==> src/rtl/core_ctrl_pkg.sv <==
// Shared definitions for the multi-cycle core controller: state encoding,
// RV32I major-opcode constants, instruction classes and the select/cause
// encodings that leave the controller.
package core_ctrl_pkg;

  // Width of the memory wait counter; large enough for MEM_TIMEOUT up to 255.
  localparam int unsigned TMO_W = 8;

  typedef enum logic [2:0] {
    ST_IDLE   = 3'd0,
    ST_FETCH  = 3'd1,
    ST_DECODE = 3'd2,
    ST_EXEC   = 3'd3,
    ST_MEM    = 3'd4,
    ST_WB     = 3'd5,
    ST_TRAP   = 3'd6
  } state_t;

  // Major opcodes (inst[6:0]) recognised by the controller.
  localparam logic [6:0] OPC_LUI    = 7'b0110111;
  localparam logic [6:0] OPC_AUIPC  = 7'b0010111;
  localparam logic [6:0] OPC_JAL    = 7'b1101111;
  localparam logic [6:0] OPC_JALR   = 7'b1100111;
  localparam logic [6:0] OPC_BRANCH = 7'b1100011;
  localparam logic [6:0] OPC_LOAD   = 7'b0000011;
  localparam logic [6:0] OPC_STORE  = 7'b0100011;
  localparam logic [6:0] OPC_OP_IMM = 7'b0010011;
  localparam logic [6:0] OPC_OP     = 7'b0110011;

  typedef enum logic [3:0] {
    CLS_ILLEGAL = 4'd0,
    CLS_LUI     = 4'd1,
    CLS_AUIPC   = 4'd2,
    CLS_JAL     = 4'd3,
    CLS_JALR    = 4'd4,
    CLS_BRANCH  = 4'd5,
    CLS_LOAD    = 4'd6,
    CLS_STORE   = 4'd7,
    CLS_OP_IMM  = 4'd8,
    CLS_OP      = 4'd9
  } inst_class_t;

  // Immediate generator select.
  typedef enum logic [2:0] {
    IMM_I = 3'd0,
    IMM_S = 3'd1,
    IMM_B = 3'd2,
    IMM_U = 3'd3,
    IMM_J = 3'd4
  } imm_sel_t;

  // Next-PC source.
  typedef enum logic [1:0] {
    PC_PLUS4   = 2'b00,
    PC_IMM     = 2'b01,
    PC_RS1_IMM = 2'b10
  } pc_sel_t;

  // Register-file write-back source.
  typedef enum logic [1:0] {
    WB_ALU  = 2'b00,
    WB_LOAD = 2'b01,
    WB_PC4  = 2'b10
  } wb_sel_t;

  typedef enum logic [1:0] {
    CAUSE_NONE    = 2'b00,
    CAUSE_ILLEGAL = 2'b01,
    CAUSE_TIMEOUT = 2'b10
  } trap_cause_t;

  // Classes that need a data-memory phase after EXEC.
  function automatic logic is_mem_class(inst_class_t cls);
    return (cls == CLS_LOAD) || (cls == CLS_STORE);
  endfunction

endpackage

==> src/rtl/opcode_classifier.sv <==
// Purely combinational decode of the major opcode into an instruction class,
// a legality flag and the immediate/ALU-operand selects that class needs.
module opcode_classifier
  import core_ctrl_pkg::*;
(
  input  logic [6:0]  opcode,
  output inst_class_t cls,
  output logic        legal,
  output imm_sel_t    imm_sel,
  output logic        alu_src_b
);

  // Map each legal opcode to its class and operand selects.
  always_comb begin
    // NOTE: every output gets a value before the case so no path leaves one
    // unassigned, which would otherwise infer a latch.
    cls       = CLS_ILLEGAL;
    legal     = 1'b1;
    imm_sel   = IMM_I;
    alu_src_b = 1'b1;
    case (opcode)
      OPC_LUI:    begin cls = CLS_LUI;    imm_sel = IMM_U; end
      OPC_AUIPC:  begin cls = CLS_AUIPC;  imm_sel = IMM_U; end
      OPC_JAL:    begin cls = CLS_JAL;    imm_sel = IMM_J; end
      OPC_JALR:   cls = CLS_JALR;
      // Branch compare runs on rs1/rs2; the target uses the B immediate.
      OPC_BRANCH: begin cls = CLS_BRANCH; imm_sel = IMM_B; alu_src_b = 1'b0; end
      OPC_LOAD:   cls = CLS_LOAD;
      OPC_STORE:  begin cls = CLS_STORE;  imm_sel = IMM_S; end
      OPC_OP_IMM: cls = CLS_OP_IMM;
      OPC_OP:     begin cls = CLS_OP;     alu_src_b = 1'b0; end
      default: begin
        legal     = 1'b0;
        alu_src_b = 1'b0;
      end
    endcase
  end

endmodule

==> src/rtl/core_control_fsm.sv <==
// Multi-cycle control unit for an RV32I-style datapath. Sequences each
// instruction through FETCH/DECODE/EXEC[/MEM][/WB], bounds every memory wait
// with MEM_TIMEOUT, traps on illegal opcodes or memory timeouts, and counts
// retired instructions.
module core_control_fsm
  import core_ctrl_pkg::*;
#(
  parameter int unsigned MEM_TIMEOUT = 15
) (
  input  logic        clk,
  input  logic        rst_n,
  input  logic        run,
  input  logic [31:0] inst,
  input  logic        mem_ready,
  input  logic        br_taken,
  output logic        mem_req,
  output logic        mem_we,
  output logic        ir_write,
  output logic        pc_write,
  output logic        reg_write,
  output logic [1:0]  pc_sel,
  output logic [2:0]  imm_sel,
  output logic        alu_src_b,
  output logic [1:0]  wb_sel,
  output logic        busy,
  output logic        trap,
  output logic [1:0]  trap_cause,
  output logic [31:0] retired
);

  // Counter value on the last permitted waiting cycle of a memory request.
  localparam logic [TMO_W-1:0] TIMEOUT_LAST = TMO_W'(MEM_TIMEOUT - 1);

  state_t           state_q, state_d;
  logic [TMO_W-1:0] wait_q, wait_d;
  trap_cause_t      cause_q, cause_d;
  logic [31:0]      retired_q;
  logic             retire;
  logic             instr_done;

  inst_class_t cls;
  logic        cls_legal;
  imm_sel_t    cls_imm;
  logic        cls_alu_b;

  pc_sel_t  pc_sel_e;
  imm_sel_t imm_sel_e;
  wb_sel_t  wb_sel_e;

  // Only the major opcode steers control; the rest of IR feeds the datapath.
  logic unused_inst;
  assign unused_inst = ^inst[31:7];

  opcode_classifier u_classifier (
    .opcode    (inst[6:0]),
    .cls       (cls),
    .legal     (cls_legal),
    .imm_sel   (cls_imm),
    .alu_src_b (cls_alu_b)
  );

  // State, wait counter and trap cause registers; reset forces IDLE at once.
  always_ff @(posedge clk or negedge rst_n) begin
    if (!rst_n) begin
      state_q <= ST_IDLE;
      wait_q  <= '0;
      cause_q <= CAUSE_NONE;
    end else begin
      // NOTE: sequential state uses non-blocking assignment so every register
      // samples pre-edge values regardless of statement order.
      state_q <= state_d;
      wait_q  <= wait_d;
      cause_q <= cause_d;
    end
  end

  // Retired-instruction counter; wraps naturally at 2^32.
  always_ff @(posedge clk or negedge rst_n) begin
    if (!rst_n) begin
      retired_q <= '0;
    end else if (retire) begin
      retired_q <= retired_q + 32'd1;
    end
  end

  // Next-state and output decode.
  always_comb begin
    state_d    = state_q;
    wait_d     = wait_q;
    cause_d    = cause_q;
    retire     = 1'b0;
    instr_done = 1'b0;
    mem_req    = 1'b0;
    mem_we     = 1'b0;
    ir_write   = 1'b0;
    pc_write   = 1'b0;
    reg_write  = 1'b0;
    pc_sel_e   = PC_PLUS4;
    imm_sel_e  = IMM_I;
    wb_sel_e   = WB_ALU;
    alu_src_b  = 1'b0;
    trap       = 1'b0;

    // Operand selects follow IR only while an instruction is being executed.
    if (state_q inside {ST_DECODE, ST_EXEC, ST_MEM, ST_WB}) begin
      imm_sel_e = cls_imm;
      alu_src_b = cls_alu_b;
    end

    case (state_q)
      ST_IDLE: begin
        if (run) begin
          state_d = ST_FETCH;
          wait_d  = '0;
        end
      end

      ST_FETCH: begin
        mem_req = 1'b1;
        if (mem_ready) begin
          ir_write = 1'b1;
          state_d  = ST_DECODE;
        end else begin
          wait_d = wait_q + TMO_W'(1);
          if (wait_q == TIMEOUT_LAST) begin
            state_d = ST_TRAP;
            cause_d = CAUSE_TIMEOUT;
          end
        end
      end

      ST_DECODE: begin
        if (cls_legal) begin
          state_d = ST_EXEC;
        end else begin
          state_d = ST_TRAP;
          cause_d = CAUSE_ILLEGAL;
        end
      end

      ST_EXEC: begin
        if (cls == CLS_BRANCH) begin
          pc_sel_e   = br_taken ? PC_IMM : PC_PLUS4;
          instr_done = 1'b1;
        end else if (is_mem_class(cls)) begin
          state_d = ST_MEM;
          wait_d  = '0;
        end else begin
          state_d = ST_WB;
        end
      end

      ST_MEM: begin
        mem_req = 1'b1;
        mem_we  = (cls == CLS_STORE);
        if (mem_ready) begin
          if (cls == CLS_STORE) begin
            instr_done = 1'b1;
          end else begin
            state_d = ST_WB;
          end
        end else begin
          wait_d = wait_q + TMO_W'(1);
          if (wait_q == TIMEOUT_LAST) begin
            state_d = ST_TRAP;
            cause_d = CAUSE_TIMEOUT;
          end
        end
      end

      ST_WB: begin
        reg_write  = 1'b1;
        instr_done = 1'b1;
        case (cls)
          CLS_JAL: begin
            pc_sel_e = PC_IMM;
            wb_sel_e = WB_PC4;
          end
          CLS_JALR: begin
            pc_sel_e = PC_RS1_IMM;
            wb_sel_e = WB_PC4;
          end
          CLS_LOAD: wb_sel_e = WB_LOAD;
          default:  wb_sel_e = WB_ALU;
        endcase
      end

      ST_TRAP: begin
        // Sticky until reset; all strobes stay low.
        trap = 1'b1;
      end

      default: state_d = ST_IDLE;
    endcase

    // Common instruction-boundary handling: commit PC, count, and either
    // start the next fetch or park in IDLE when run has been dropped.
    if (instr_done) begin
      pc_write = 1'b1;
      retire   = 1'b1;
      wait_d   = '0;
      state_d  = run ? ST_FETCH : ST_IDLE;
    end
  end

  assign pc_sel     = pc_sel_e;
  assign imm_sel    = imm_sel_e;
  assign wb_sel     = wb_sel_e;
  assign busy       = (state_q != ST_IDLE);
  assign trap_cause = cause_q;
  assign retired    = retired_q;

endmodule
==> config.mk <==
export PLATFORM = sky130hd
export DESIGN_NAME = core_control_fsm
export DESIGN_NICKNAME = d
export VERILOG_FILES = /design/src/rtl/core_ctrl_pkg.sv /design/src/rtl/opcode_classifier.sv /design/src/rtl/core_control_fsm.sv
export SDC_FILE = /design/constraint.sdc
export NUM_CORES = 1
export LEC_CHECK = 0
export ABC_AREA = 0
export BUFFER_PORTS_ARGS = -buffer_cell sky130_fd_sc_hd__buf_2
export CAP_MARGIN = 20
export CORE_ASPECT_RATIO = 1.25
export CORE_MARGIN = 8
export CORE_UTILIZATION = 30
export CTS_CLUSTER_DIAMETER = 100
export CTS_CLUSTER_SIZE = 10
export DETAILED_ROUTE_END_ITERATION = 7
export PLACE_DENSITY = 0.6
export RECOVER_POWER = 25
export SLEW_MARGIN = 20
export SYNTH_ARGS = -nofsm -noshare
export SYNTH_HDL_FRONTEND = slang
export SYNTH_SLANG_ARGS = --single-unit
==> constraint.sdc <==
create_clock -name clk -period 1.9 [get_ports clk]
set_input_delay 0.095 -clock clk [delete_from_list [all_inputs] [get_ports clk]]
set_output_delay 0.095 -clock clk [all_outputs]
set_load 0.005 [all_outputs]
==> metrics.cfg <==
[sta]
fmax_mhz = 539
rsz0062_at_grt = yes
finalSetupViolCount = 0
period_share_pct = 97.7
fin_skew_ns = 0.0106
maxSlewViolCount = 0
timing.final.crit_period_ns = 1.86
worst_pin_slew_ns = 0.948
hold_viol_final = 0
timing.slew.headroom_pct = 36.8

[setup_path]
slowest_stage = dfrtp_1
max_stage_delay_ns = 0.42
worstPathMaxFanout = 7
crit_type = reg2out
path_cells = nor3b_2 > and3_1 > o2111a_4 > nor2_8 > clkinv_4 > buf_6
cp.required_ns = 1.80
worstPathArrival_ns = 1.76
start_kind = register
end_kind = output port

[die]
die_h_um = 122
die-width_um = 101
io_pins = 86
core_region_area_um2 = 8700
start_util_pct = 31.0
num_rows = 38
die_area_um2 = 12300

[place]
dp_cells = 484
port_buffers = 60
place_congestion = 0.926
post-dp-hpwl_um = 5330

[clock_tree]
cts_buffers = 5
clk_pin_slew_ns = 0.09
clkSinkCount = 45
clock_path_buffers = 2
clock_latency_ns = 0.30
cts_tree = done
cts_root_buf = clkbuf_8
cts_max_level = 2

[power]
peakVddDrop_mv = 0.471
p_leak_uw = 0.00177
p_per_area_nw_per_um2 = 839
power_uw = 2950

[route]
first_pass_iters = 4
ant_nets = 0
wire_per_inst_um = 13.9
vias_per_cell = 4.87
vias = 2440
dr.first_iter.drc_count = 97
totalWireLength_um = 6980
drc = 0

[yosys]
synth-seq-cells = 45
ys_seq_area_share_pct = 41.7
yosys.area.top_type = dfrtp_1
netlist_instances = 291
syn_avg_cell_area_um2 = 9.27
ys.flop_type = dfrtp_1
synth_edf_count = 0
yosysWarnings = 0
yosysTopAreaCellShare_pct = 41.7
netlist_area_um2 = 2700
ys_types = 55
syn-num-nets = 331
async_flop_share_pct = 100
synth_area_leaders = dfrtp_1, xor2_1, nand2_1

[final_layout]
final_cells = 501
drive_gt1_share_pct = 34.1
multi_input_area_um2 = 1530
n_antenna_cell = 0
nNetsFinal = 420
syn_to_final_growth_pct = 30.5
register_area_um2 = 1130
utilization_pct = 40.5
nFillCells = 896

[global_route]
grt_overflow = 0
grt_pass1_vias = 2460
grt.met2_usage_pct = 18.8
grtUsageMet1_pct = 14.4
grt_max_degree = 18
met3_usage_pct = 2.63
grtUsageTotal_pct = 11.4
antenna_found_initial = 0
grt_pass1_wl_um = 11600
grt_busiest_layer = met2

[status]
outcome = completed

[job]
drv_cap = 0

[worst_hold_path]
hold_path_class = in2reg

-- synth_stat cells (4+ instances only) --
master and count:
and3_1 11, a21oi_1 12, xnor2_1 12, nor2_1 25, or3_1 5, dfrtp_1 45
inv_1 12, nand2_1 29, o21a_1 5, o21ai_0 10, nand4_1 5, clkbuf_1 5
nor2b_1 4, xor2_1 21, nor3_1 8, nand3_1 20, nor3_2 9
-- logic make-up (layout without fill, tap and decap cells) --
family / after synthesis / in the layout / synth area share (%)
AND/OR/NAND/NOR: 139 / 139 / 29.6
flip-flops: 45 / 45 / 41.7
XOR/XNOR: 33 / 33 / 10.7
buffers and inverters: 25 / 115 / 4.45
AO/OA/AOI/OAI: 45 / 45 / 11.7
multiplexers: 1 / 1 / 0.371
adder cells (fa/ha/maj): 3 / 3 / 1.39
-- per-layer routing --
metal | wire (um) | vias up | share of wire [%]
met2 | 3260 | 72 | 47
met1 | 3190 | 1163 | 46
met5 | 0 | - | 0
li1 | - | 1197 | -
met4 | 92 | 0 | 1.3
met3 | 433 | 8 | 6.2
-- flip-flops by register name, indices dropped and copies added, names as in the netlist --
register    count
state_q         3
wait_q          8
trap_cause      2
retired        32
-- final timing paths --
check / endpoint / slack (ns) / depth (start not counted) / from
max: pc_write / 0.04 / 6 / state_q[2]
max reg2reg: retired[17] / 0.05 / 7 / state_q[2]
min reg2reg: retired[31] / 0.47 / 1 / retired[31]
min in group asynchronous: retired[16] / 0.44 / 2 / rst_n
max in group asynchronous: state_q[0] / 0.54 / 3 / rst_n
min: state_q[0] / 0.1 / 3 / run
-- metrics by stage --
step	worst slack (ns)	cell area (um^2)	hold slack, ns	setup TNS (ns)
5_1_grt	-0.0635	3520	0.0985	-0.975
2_1_floorplan	0.118	2700	-0.201	0
6_report	0.0445	3520	0.0980	0
4_1_cts	0.000196	3390	0.0970	0
3_5_place_dp	0.0472	3260	0.0410	0
3_3_place_gp	0.0787	3260	0.0443	0
-- worst max-delay path, delay by kind of cell, from the launching register on --
family / cells / cell delay [ns]
buffers and inverters: 2 / 0.21
flip-flops: 1 / 0.42
AND/OR/NAND/NOR: 3 / 0.48
AO/OA/AOI/OAI: 1 / 0.34
-- power by group --
group	switching, uW	internal [uW]	total [uW]	leakage [uW]
Combinational	595	580	1180	0.00115
Sequential	113	1060	1170	0.000581
Clock	348	261	609	0.0000445
-- layout by cell type, fill, tap and decap left out, drive strengths merged, types with 3 or more instances in the layout --
cell type	count
o21a	5
ha	3
nor4	3
a31oi	3
a21oi	12
xor2	21
nand3	21
nor3	17
nand2b	3
nand4	5
and2	4
nand2	29
xnor2	12
or3	5
clkbuf	7
dfrtp	45
buf	91
and3	11
o21ai	12
nor2b	4
inv	13
nor2	26
-- cell type report --
type	instances	area share (%)
Multi-Input combinational cell	221	43.5
Sequential cell	45	32.1
Clock inverter	3	0.604
Inverter	13	1.53
Timing Repair Buffer	94	16.1
Clock buffer	5	1.95
Tap cell	120	4.26
-- timing repair --
| item | CTS | global route |
|---|---|---|
| endpoints found under the hold margin | 15 | 0 |
| resized for setup | 6 | 17 |
| pin swaps | 1 | 15 |
| setup buffers | 2 | 6 |
| cloned | 0 | 0 |
| setup endpoints to repair | 5 | 24 |
| hold buffers | 1 | 0 |
Note: power is estimated with default switching activity, not from simulation.
